### src/rtl/uart_tx_fifo_if.sv
// uart_tx_fifo_if: producer-side and transmitter-side signals of the tx byte fifo
interface uart_tx_fifo_if #(parameter int ADDR_BITS = 4);
    logic [7:0] wr_data;
    logic wr_en;
    logic full;
    logic empty;
    logic [ADDR_BITS:0] count;
    logic overflow;
    logic clear_overflow;
    logic [7:0] tx_byte;
    logic tx_trigger;
    logic tx_ready;
    logic busy;
    modport master (
        output wr_data, wr_en, clear_overflow, tx_ready,
        input full, empty, count, overflow, tx_byte, tx_trigger, busy
    );
    modport slave (
        input wr_data, wr_en, clear_overflow, tx_ready,
        output full, empty, count, overflow, tx_byte, tx_trigger, busy
    );
endinterface

### src/rtl/uart_tx_fifo.sv
// uart_tx_fifo: circular byte fifo that drains one byte per transmitter-ready handshake
module uart_tx_fifo #(
    parameter int DEPTH = 16,
    parameter int ADDR_BITS = 4
) (
    input logic clock,
    input logic reset,
    uart_tx_fifo_if.slave bus
);
    localparam logic [1:0] IDLE = 2'd0, FIRE = 2'd1, SETTLE = 2'd2;
    logic [7:0] mem [DEPTH];
    logic [ADDR_BITS-1:0] wr_ptr, rd_ptr;
    logic [ADDR_BITS:0] count;
    logic [1:0] state;
    logic [7:0] tx_byte;
    logic overflow, tx_trigger, full, empty, push, pop;
    always_comb begin
        full = count == (ADDR_BITS+1)'(DEPTH);
        empty = count == '0;
        push = bus.wr_en && !full;
        pop = state == IDLE && !empty && bus.tx_ready;
    end
    assign bus.full = full;
    assign bus.empty = empty;
    assign bus.count = count;
    assign bus.overflow = overflow;
    assign bus.tx_byte = tx_byte;
    assign bus.tx_trigger = tx_trigger;
    assign bus.busy = !empty || state != IDLE || !bus.tx_ready;
    always_ff @(posedge clock)
        if (push) mem[wr_ptr] <= bus.wr_data;
    // SETTLE gives the transmitter a cycle to drop ready before it is sampled again
    always_ff @(posedge clock)
        if (reset) begin
            wr_ptr <= '0;
            rd_ptr <= '0;
            count <= '0;
            overflow <= 1'b0;
            tx_trigger <= 1'b0;
            tx_byte <= 8'h00;
            state <= IDLE;
        end else begin
            wr_ptr <= wr_ptr + ADDR_BITS'(push);
            rd_ptr <= rd_ptr + ADDR_BITS'(pop);
            count <= count + (ADDR_BITS+1)'(push) - (ADDR_BITS+1)'(pop);
            overflow <= (bus.wr_en && full) || (overflow && !bus.clear_overflow);
            tx_trigger <= pop;
            if (pop) tx_byte <= mem[rd_ptr];
            state <= pop ? FIRE : state == FIRE ? SETTLE : IDLE;
        end
endmodule

### src/flat_wrapper.sv
// flat-port wrapper written by rule: the top's interface ports become plain ports
module uart_tx_fifo_flat 
#(
    parameter int DEPTH = 16,
    parameter int ADDR_BITS = 4
)
  (clock, reset, bus_wr_data, bus_wr_en, bus_clear_overflow, bus_tx_ready, bus_full, bus_empty, bus_count, bus_overflow, bus_tx_byte, bus_tx_trigger, bus_busy);
  uart_tx_fifo_if #(.ADDR_BITS(ADDR_BITS)) bus_i ();
  input logic clock;
  input logic reset;
  input wire logic [$bits(bus_i.wr_data)-1:0] bus_wr_data;
  input wire logic [$bits(bus_i.wr_en)-1:0] bus_wr_en;
  input wire logic [$bits(bus_i.clear_overflow)-1:0] bus_clear_overflow;
  input wire logic [$bits(bus_i.tx_ready)-1:0] bus_tx_ready;
  output wire logic [$bits(bus_i.full)-1:0] bus_full;
  output wire logic [$bits(bus_i.empty)-1:0] bus_empty;
  output wire logic [$bits(bus_i.count)-1:0] bus_count;
  output wire logic [$bits(bus_i.overflow)-1:0] bus_overflow;
  output wire logic [$bits(bus_i.tx_byte)-1:0] bus_tx_byte;
  output wire logic [$bits(bus_i.tx_trigger)-1:0] bus_tx_trigger;
  output wire logic [$bits(bus_i.busy)-1:0] bus_busy;
  assign bus_i.wr_data = bus_wr_data;
  assign bus_i.wr_en = bus_wr_en;
  assign bus_i.clear_overflow = bus_clear_overflow;
  assign bus_i.tx_ready = bus_tx_ready;
  assign bus_full = bus_i.full;
  assign bus_empty = bus_i.empty;
  assign bus_count = bus_i.count;
  assign bus_overflow = bus_i.overflow;
  assign bus_tx_byte = bus_i.tx_byte;
  assign bus_tx_trigger = bus_i.tx_trigger;
  assign bus_busy = bus_i.busy;
  uart_tx_fifo #(.DEPTH(DEPTH), .ADDR_BITS(ADDR_BITS)) u_core (.clock(clock), .reset(reset), .bus(bus_i));
endmodule
### config.mk
export PLATFORM = sky130hd
export DESIGN_NAME = uart_tx_fifo_flat
export DESIGN_NICKNAME = d
export VERILOG_FILES = /design/src/rtl/uart_tx_fifo_if.sv /design/src/rtl/uart_tx_fifo.sv /design/src/flat_wrapper.sv
export SDC_FILE = /design/constraint.sdc
export NUM_CORES = 1
export LEC_CHECK = 0
export CELL_PAD_IN_SITES_DETAIL_PLACEMENT = 1
export CELL_PAD_IN_SITES_GLOBAL_PLACEMENT = 2
export CORE_ASPECT_RATIO = 1.25
export CORE_MARGIN = 4
export CORE_UTILIZATION = 45
export DETAILED_ROUTE_END_ITERATION = 8
export PLACE_DENSITY_LB_ADDON = 0.12
export SETUP_SLACK_MARGIN = 0.05
export SLEW_MARGIN = 5
export SYNTH_ARGS = -nofsm -noshare
export SYNTH_HDL_FRONTEND = slang
export SYNTH_SLANG_ARGS = --single-unit
### constraint.sdc
create_clock -name clock -period 4.1 [get_ports clock]
set_clock_uncertainty 0.15 [all_clocks]
set_input_delay 0.82 -clock clock [delete_from_list [all_inputs] [get_ports clock]]
set_output_delay 0.82 -clock clock [all_outputs]
set_load 0.005 [all_outputs]
== Yosys cells after proc, flatten, opt, wreduce, memory -nomap -nowiden ==
Memory sizes are Yosys's and may differ from the RTL's. A register that Yosys moved wholly into a read port is not among the register bits.
Index checks and enable logic that the tools add are counted.

* Bits in registers: 17
* RAM bits: 128
* Bits of input ports: 13
* Output and inout port bits: 18
* Logic and storage cells: 34
* Memories kept: 1

* Add/subtract/negate cells: 4
* Eq/ne operators: 2
* Muxes and demuxes: 4
* Reductions and logical operators: 16

{| class="wikitable"
|+ Memories
! memory !! words !! bits a word !! read ports !! clocked after memory_dff !! wr ports !! RTL line !! RTL
|-
| u_core.mem || 16 || 8 || 1 || 1 || 1 || uart_tx_fifo.sv:11 || <nowiki>logic [7:0] mem [DEPTH];</nowiki>
|}

{| class="wikitable"
|+ Operators by type and width
! cell !! number
|-
| $add 4x1->4 || 2
|-
| $add 5x1->5 || 1
|-
| $eq 5x5->1 const B || 1
|-
| $logic_and 1x1->1 || 5
|-
| $logic_not 5->1 || 1
|-
| $sub 5x1->5 || 1
|-
| $logic_not 1->1 || 4
|-
| $logic_or 1x1->1 || 3
|-
| $mux 1 || 3
|-
| $eq 2x1->1 const B || 1
|-
| $logic_not 2->1 || 1
|-
| $mux 2 || 1
|-
| $reduce_bool 2->1 || 1
|-
| $reduce_or 2->1 || 1
|}

== Depth between registers and ports, before layout ==
Gate-level depths: netlist of run 1.

* Word-level depth: 5
* Depth in mapped cells: 15
* Depth with buffers taken out: 14

== Worst setup path after synthesis of run 1 ==
No wires, ideal clock.

* Path kind: input to register
* From: input port bus_tx_ready
* To: register u_core.count[4], in the netlist u_core.bus.count[4]
* Library setup time: 128 ps
* Arrival time: 2562 ps
* Required time: 3822 ps
* Slack: 1260 ps
* Cell stages on the path: 13
* Buffers on the path: 1
* Cells stage by stage: nor3b_2 > nand2b_1 > buf_2 > inv_1 > ha_1 > inv_1 > ha_1 > inv_1 > fa_1 > nor2b_1 > o21bai_1 > a21oi_1 > nor3b_1

* Cells in the longest elaborated chain, start to end: 2

{| class="wikitable"
|+ RTL lines
! element !! RTL line !! RTL
|-
| start: declaration || flat_wrapper.sv:14 || <nowiki>input wire logic [$bits(bus_i.tx_ready)-1:0] bus_tx_ready;</nowiki>
|-
| $logic_and 1x1->1 || uart_tx_fifo.sv:21 || <nowiki>pop = state == IDLE && !empty && bus.tx_ready;</nowiki>
|-
| net u_core.pop || uart_tx_fifo.sv:16 || <nowiki>logic overflow, tx_trigger, full, empty, push, pop;</nowiki>
|-
| $sub 5x1->5 || uart_tx_fifo.sv:45 || <nowiki>count <= count + (ADDR_BITS+1)'(push) - (ADDR_BITS+1)'(pop);</nowiki>
|-
| end signal: assignment || uart_tx_fifo.sv:45 ||
|-
| end: declaration || uart_tx_fifo.sv:13 || <nowiki>logic [ADDR_BITS:0] count;</nowiki>
|}

The timed path passes the listed nets, and every way through them passes these cells.
A chain may end at the register's enable or synchronous reset.

== Worst setup path after layout of run 1 ==
* From: register u_core.count[3], in the netlist u_core.bus.count[3]
* To: register u_core.count[4], in the netlist u_core.bus.count[4]

* Cells in the longest elaborated chain, start to end: 5
* Elaborated cells between the ends (all ways): 9
* Classes of those cells: 2 x add/sub; 1 x eq/ne; 6 x reduce/logical

{| class="wikitable"
|+ RTL lines
! element !! RTL line !! RTL
|-
| $logic_not 5->1 || uart_tx_fifo.sv:19 || <nowiki>empty = count == '0;</nowiki>
|-
| $logic_not 1->1 || uart_tx_fifo.sv:21 ||
|-
| $logic_and 1x1->1 (2 in series) || uart_tx_fifo.sv:21 ||
|-
| net u_core.pop || uart_tx_fifo.sv:16 ||
|-
| $sub 5x1->5 || uart_tx_fifo.sv:45 ||
|}

The timed path passes the listed nets, and every way through them passes these cells.

==> results.cfg, run 1 <==
[worst_setup_path]
cp.arrival_ps = 3310
criticalPathCategory = register to register
path_common_cell = inv_1
cp_slowest_cell = fa_1
cp.required_ps = 4270
cp-end-kind = register
critPathMaxStageDelay_ps = 370
start_kind = register
path_cells = inv_1 > ha_1 > nor4b_2 > nand2b_1 > buf_4 > inv_1 > ha_1 > inv_1 > ha_1 > inv_1 > fa_1 > nor2b_1 > o21bai_1 > nand3_1 > nor3b_1
cp_max_fo = 12

[timing]
relSlewSlack_pct = 30.7
finalSetupViolations = 0
fmaxAchievable_mhz = 319
setup_tns_ps = 0
rsz0062_at_grt = false
finalMaxSlewViolations = 0
setup_ws_ps = 967
fin_crit_ps = 3130
fin_crit_sh_pct = 76.4
hold_viol = 0
worst_pin_slew_ps = 1040

[place]
pre_cts_slack_ps = 508
port_buffers = 30
place_hpwl_mm = 7.82
place_congestion = 0.678
place_area_um2 = 6630

[floorplanning]
core_area_um2 = 13300
die_x_um = 112
ioPinCount = 31
die_h_um = 138
die-area_um2 = 15500
start_util_pct = 46.0
row_count = 47

[clocking]
holdBufCountCts = 0
post_cts_buffers = 0
cts_buffers = 17
clk_pin_slew_worst_paths_ps = 60
clock_sinks = 152
cts_tree = yes
clock_latency_ps = 420
cts_resized = 0
cts_root_buffer = clkbuf_16
htreeDepth = 4
clk_path_buf_depth = 2

[logic_synthesis]
synth_area_um2 = 6120
synthDistinctLibCells = 33
synthMuxAreaShare_pct = 16.1
ys_ff_latch = 152
synth-compound-area-share_pct = 1.64
synth_fa_ha_area_share_pct = 2.37
synth_top_family_by_area = multiplexers
synthSimpleGateAreaFrac_pct = 6.04
syn_avg_cell_area_um2 = 19.3
yosysSeqAreaShare_pct = 70.7
syn_inst = 317
synth_xor_area_share_pct = 0.859
yosys_warnings = 0
syn-num-nets = 341

[grt]
antenna_found_initial = 0
grt_start_max_net_pins = 35
track_usage_pct = 17.0
grt_pass1_vias = 3360
gr-total-overflow = 0
grt_pass1_wl_mm = 19.4

[cells_and_area]
postLayoutCellArea_um2 = 7160
syn2layout_area_growth_pct = 17.0
final_common_cell = edfxtp_1
layout-drive-gt1-share_pct = 13.3
seqCellArea_um2 = 4330
multi_input_area_um2 = 1650
nets = 387
fillers = 1219
final_cell_mix = 128 x edfxtp_1, 30 x clkdlybuf4s50_1, 28 x mux4_1
diodes = 0

[status]
status = complete, no violations

[detailed_routing]
viasPerCell = 5.55
wl_per_cell_um = 22.5
ant_nets = 0
first_pass_iters = 4
drcViolationCount = 0
wl_mm = 12.3
dr.first_iter.drc_count = 218
num_vias = 3035

[power]
p_per_area_nw_per_um2 = 566
peakVddDrop_uv = 342
leakage_uw = 0.00236

[flow_run]
maxCapViolations = 0

[min_path]
hold_path_class = register to register
## final cells by class
cell class                 count  share of cell area, %
clock buffer                  25                   6.64
clock inverter                 7                  0.664
tap                          171                   2.99
multi-input combinational    139                   23.1
timing repair buffer          44                   5.67
inverter                       9                  0.472
sequential                   152                   60.5
## logic make-up (layout without fill, tap and decap cells)
logic type	after synthesis	after routing
xor gates and xnor gates	6	6
muxes	48	48
adders and majority gates	11	11
and+or+nand+nor	61	61
AOI/OAI and AO/OA	13	13
DFF	152	152
buffers and inverters	26	85
## per-stage QoR
stage | total power [µW] | cells | hold slack [ps] | utilization [%]
after floorplan | 2440 | 317 | 269 | -
final | 4050 | 547 | 305 | 53.8
after global placement | 2710 | 515 | 278 | 49.9
after detailed placement | 2730 | 515 | 298 | 49.9
after CTS | 4100 | 547 | 307 | 53.8
after global routing | 4260 | 547 | 341 | 53.8
## cell usage after synthesis (all sizes together)
library cell	count	share of area (%)
mux2i	16	2.6
nor3	5	0.49
a21o	1	0.12
nand3b	10	1.2
nor3b	3	0.45
and4bb	1	0.20
nor2b	9	1.0
dfxtp	24	7.9
clkbuf	6	0.37
o21bai	1	0.12
nor2	20	1.2
fa	1	0.33
buf	11	1.4
nand3	4	0.33
or3	1	0.10
xnor2	3	0.43
edfxtp	128	63
mux4	32	14
or3b	2	0.29
xor2	3	0.43
nand2b	3	0.31
nand2	2	0.12
inv	9	0.55
a21oi	3	0.25
ha	10	2.0
o221ai	8	1.1
nor4b	1	0.25
## final timing paths
path | startpoint | depth (start not counted) | slack (ps) | endpoint
setup / recovery | u_core.bus.count[3] | 15 | 970 | u_core.bus.count[4]
hold / removal | u_core.state[1] | 1 | 310 | u_core.state[1]
setup reg to reg | u_core.bus.count[3] | 15 | 970 | u_core.bus.count[4]
hold reg to reg | u_core.state[1] | 1 | 310 | u_core.state[1]
## per-layer routing
layer	wire length (µm)	vias to the layer above	share of wire (%)	GRT usage, %
met5	0	-	0	0
met4	205	0	1.7	6.84
met3	475	17	3.9	3.58
met2	6520	66	53	29.4
met1	5100	1576	41	20.9
li1	-	1376	-	-
## report_power, final
part	total, µW	internal [µW]	switching [µW]
Clock	1370	804	569
Combinational	749	444	305
Sequential	1930	1780	155
Total	4050	3020	1030
## registers in the layout (all words and copies together), names as in the netlist
name / cells
u_core.bus.tx_byte: 8
u_core.bus.count: 5
u_core.bus.overflow: 1
u_core.wr_ptr: 4
u_core.bus.tx_trigger: 1
u_core.rd_ptr: 4
u_core.mem: 128
u_core.state: 1
## critical path, delay by kind of cell, from the launching register on
kind | cells | cell delay [ps]
and+or+nand+nor | 5 | 1010
adders and majority gates | 4 | 970
buffers and inverters | 5 | 490
DFF | 1 | 330
AOI/OAI and AO/OA | 1 | 110
No activity file was read; power rests on OpenSTA's default activity.
==> run 2, diff against run 1 <==
--- a/config.mk
+++ b/config.mk
@@ -9,7 +9,7 @@
 export CELL_PAD_IN_SITES_GLOBAL_PLACEMENT = 2
 export CORE_ASPECT_RATIO = 1.25
 export CORE_MARGIN = 4
-export CORE_UTILIZATION = 45
+export CORE_UTILIZATION = 42
 export DETAILED_ROUTE_END_ITERATION = 8
 export PLACE_DENSITY_LB_ADDON = 0.12
 export SETUP_SLACK_MARGIN = 0.05
==> constraint.sdc (replaced) <==
create_clock -name clock -period 2.7 [get_ports clock]
set_clock_uncertainty 0.15 [all_clocks]
set_input_delay 0.54 -clock clock [delete_from_list [all_inputs] [get_ports clock]]
set_output_delay 0.54 -clock clock [all_outputs]
set_load 0.005 [all_outputs]
==> results.cfg, run 2 (same netlist as run 1, synthesis figures left out) <==
[worst_setup_path]
start_kind = register
r2r_cells = 15
rrSetupSlack_ps = 190
cp.depth = 6
cp_max_fo = 2
path_delay_family = buffers and inverters
cp.required_ps = 2010
cp.arrival_ps = 1820
path_cells = inv_2 > ha_4 > nor4b_4 > buf_4 > nand2_1 > clkdlybuf4s50_1
cp_slowest_cell = clkdlybuf4s50_1
cp-end-kind = output port
criticalPathCategory = register to output port
critPathMaxStageDelay_ps = 450
path_buf_inv = 3

[cells_and_area]
fin_cells = 580
seqCellArea_um2 = 4330
final_common_cell = edfxtp_1
final_cell_mix = 128 x edfxtp_1, 41 x buf_4, 30 x clkdlybuf4s50_1
multi_input_area_um2 = 1720
syn2layout_area_growth_pct = 23.4
layout-drive-gt1-share_pct = 22.6
fillers = 1323
largest_register_ffs = 128
postLayoutCellArea_um2 = 7540
reg_top3 = u_core.mem: 128 flops, u_core.bus.tx_byte: 8 flops, u_core.bus.count: 5 flops
nets = 415
diodes = 0
top_register = u_core.mem

[timing]
fin_crit_sh_pct = 93.1
hold_viol = 0
relSlewSlack_pct = 60.4
finalSetupViolations = 0
worst_pin_slew_ps = 593
whs_ps = 289
rsz0062_at_grt = false
fin_crit_ps = 2510
finalMaxSlewViolations = 0
fmaxAchievable_mhz = 398

[detailed_routing]
ant_nets = 0
wl_per_cell_um = 21.7
first_pass_iters = 4
viasPerCell = 5.34
wl_mm = 12.6
dr.first_iter.drc_count = 148
num_vias = 3098
drcViolationCount = 0

[floorplanning]
die_x_um = 116
die_h_um = 143
ioPinCount = 31
core_area_um2 = 14300
row_count = 49
die-area_um2 = 16600
start_util_pct = 42.6

[grt]
track_usage_pct = 16.7
gr-total-overflow = 0
antenna_found_initial = 0
grt_pass1_wl_mm = 19.7
grt_pass1_vias = 3439
grt_start_max_net_pins = 29

[clocking]
htreeDepth = 4
cts_tree = yes
clk_pin_slew_worst_paths_ps = 60
clock_sinks = 152
cts_buffers = 17
cts_root_buffer = clkbuf_16
clock_latency_ps = 410
clk_path_buf_depth = 2

[min_path]
worstHoldPathCells = 1
hold_path_class = register to register

[place]
place_hpwl_mm = 8.32
place_area_um2 = 6840
place_congestion = 0.735
dpl.cell_count = 544
port_buffers = 30

[power]
peakVddDrop_uv = 477
p_per_area_nw_per_um2 = 907
leakage_uw = 0.00257

[status]
status = complete, no violations

[flow_run]
maxCapViolations = 0
[run 2: cell count changes in the layout (fill, tap and decap cells not counted), moves of 2 or more]
cell,change
clkbuf_1,-5
clkinv_4,-2
inv_2,+5
ha_1,-3
clkbuf_8,-2
buf_4,+27
clkinv_1,+4
ha_4,+3
bufinv_16,+5
inv_1,-5
[run 2: worst register-to-register path, delay by kind of cell (launching register included)]
family	cells	cell delay [ps]
adder cells (fa/ha/maj)	4	810
flip-flops	1	320
AND/OR/NAND/NOR	4	580
buffers and inverters	7	520
[run 2: final timing paths]
check	end	from
setup / recovery	bus_busy	u_core.bus.count[3]
hold / removal	u_core.state[1]	u_core.state[1]
setup reg to reg	u_core.bus.count[2]	u_core.bus.count[3]
hold reg to reg	u_core.state[1]	u_core.state[1]
[run 2: what timing repair did]
| action | in CTS | in global routing |
|---|---|---|
| resized for setup | 8 | 4 |
| endpoints found under the setup margin | 1 | 2 |
| setup buffers | 5 | 1 |
| pin swaps | 5 | 2 |
| hold buffers | 0 | 0 |
[run 2: layer usage]
layer,share of wire [%],global-route usage [%],routed length (µm),vias up
li1,-,-,-,1425
met1,41,19.7,5200,1591
met2,52,28.6,6560,63
met3,4.1,4.45,513,19
met4,2.4,6.96,302,0
met5,0,0,0,-
[run 2: per-stage QoR]
stage	setup TNS, ps	setup WS (ps)	util (%)	total power, µW
after floorplan	0	50.3	-	3740
after global placement	-371	-266	47.7	4280
after detailed placement	-422	-323	47.7	4290
after CTS	0	105	52.4	6900
after global routing	0	60.2	52.6	7230
final	0	186	52.6	6840
[run 2: layout make-up]
class                           instances  area share (%)
Inverter                                9           0.448
Clock buffer                           18            5.69
Clock inverter                         12            2.42
Multi-Input combinational cell        139            22.8
Timing Repair Buffer                   72            8.33
Sequential cell                       152            57.4
Tap cell                              178            2.95
[run 2: where the power goes]
group          total [µW]  leakage, µW  internal [µW]  switching [µW]
combinational        1580     0.000916            898             677
sequential           2810      0.00135           2700             108
clock                2460     0.000296           1610             852
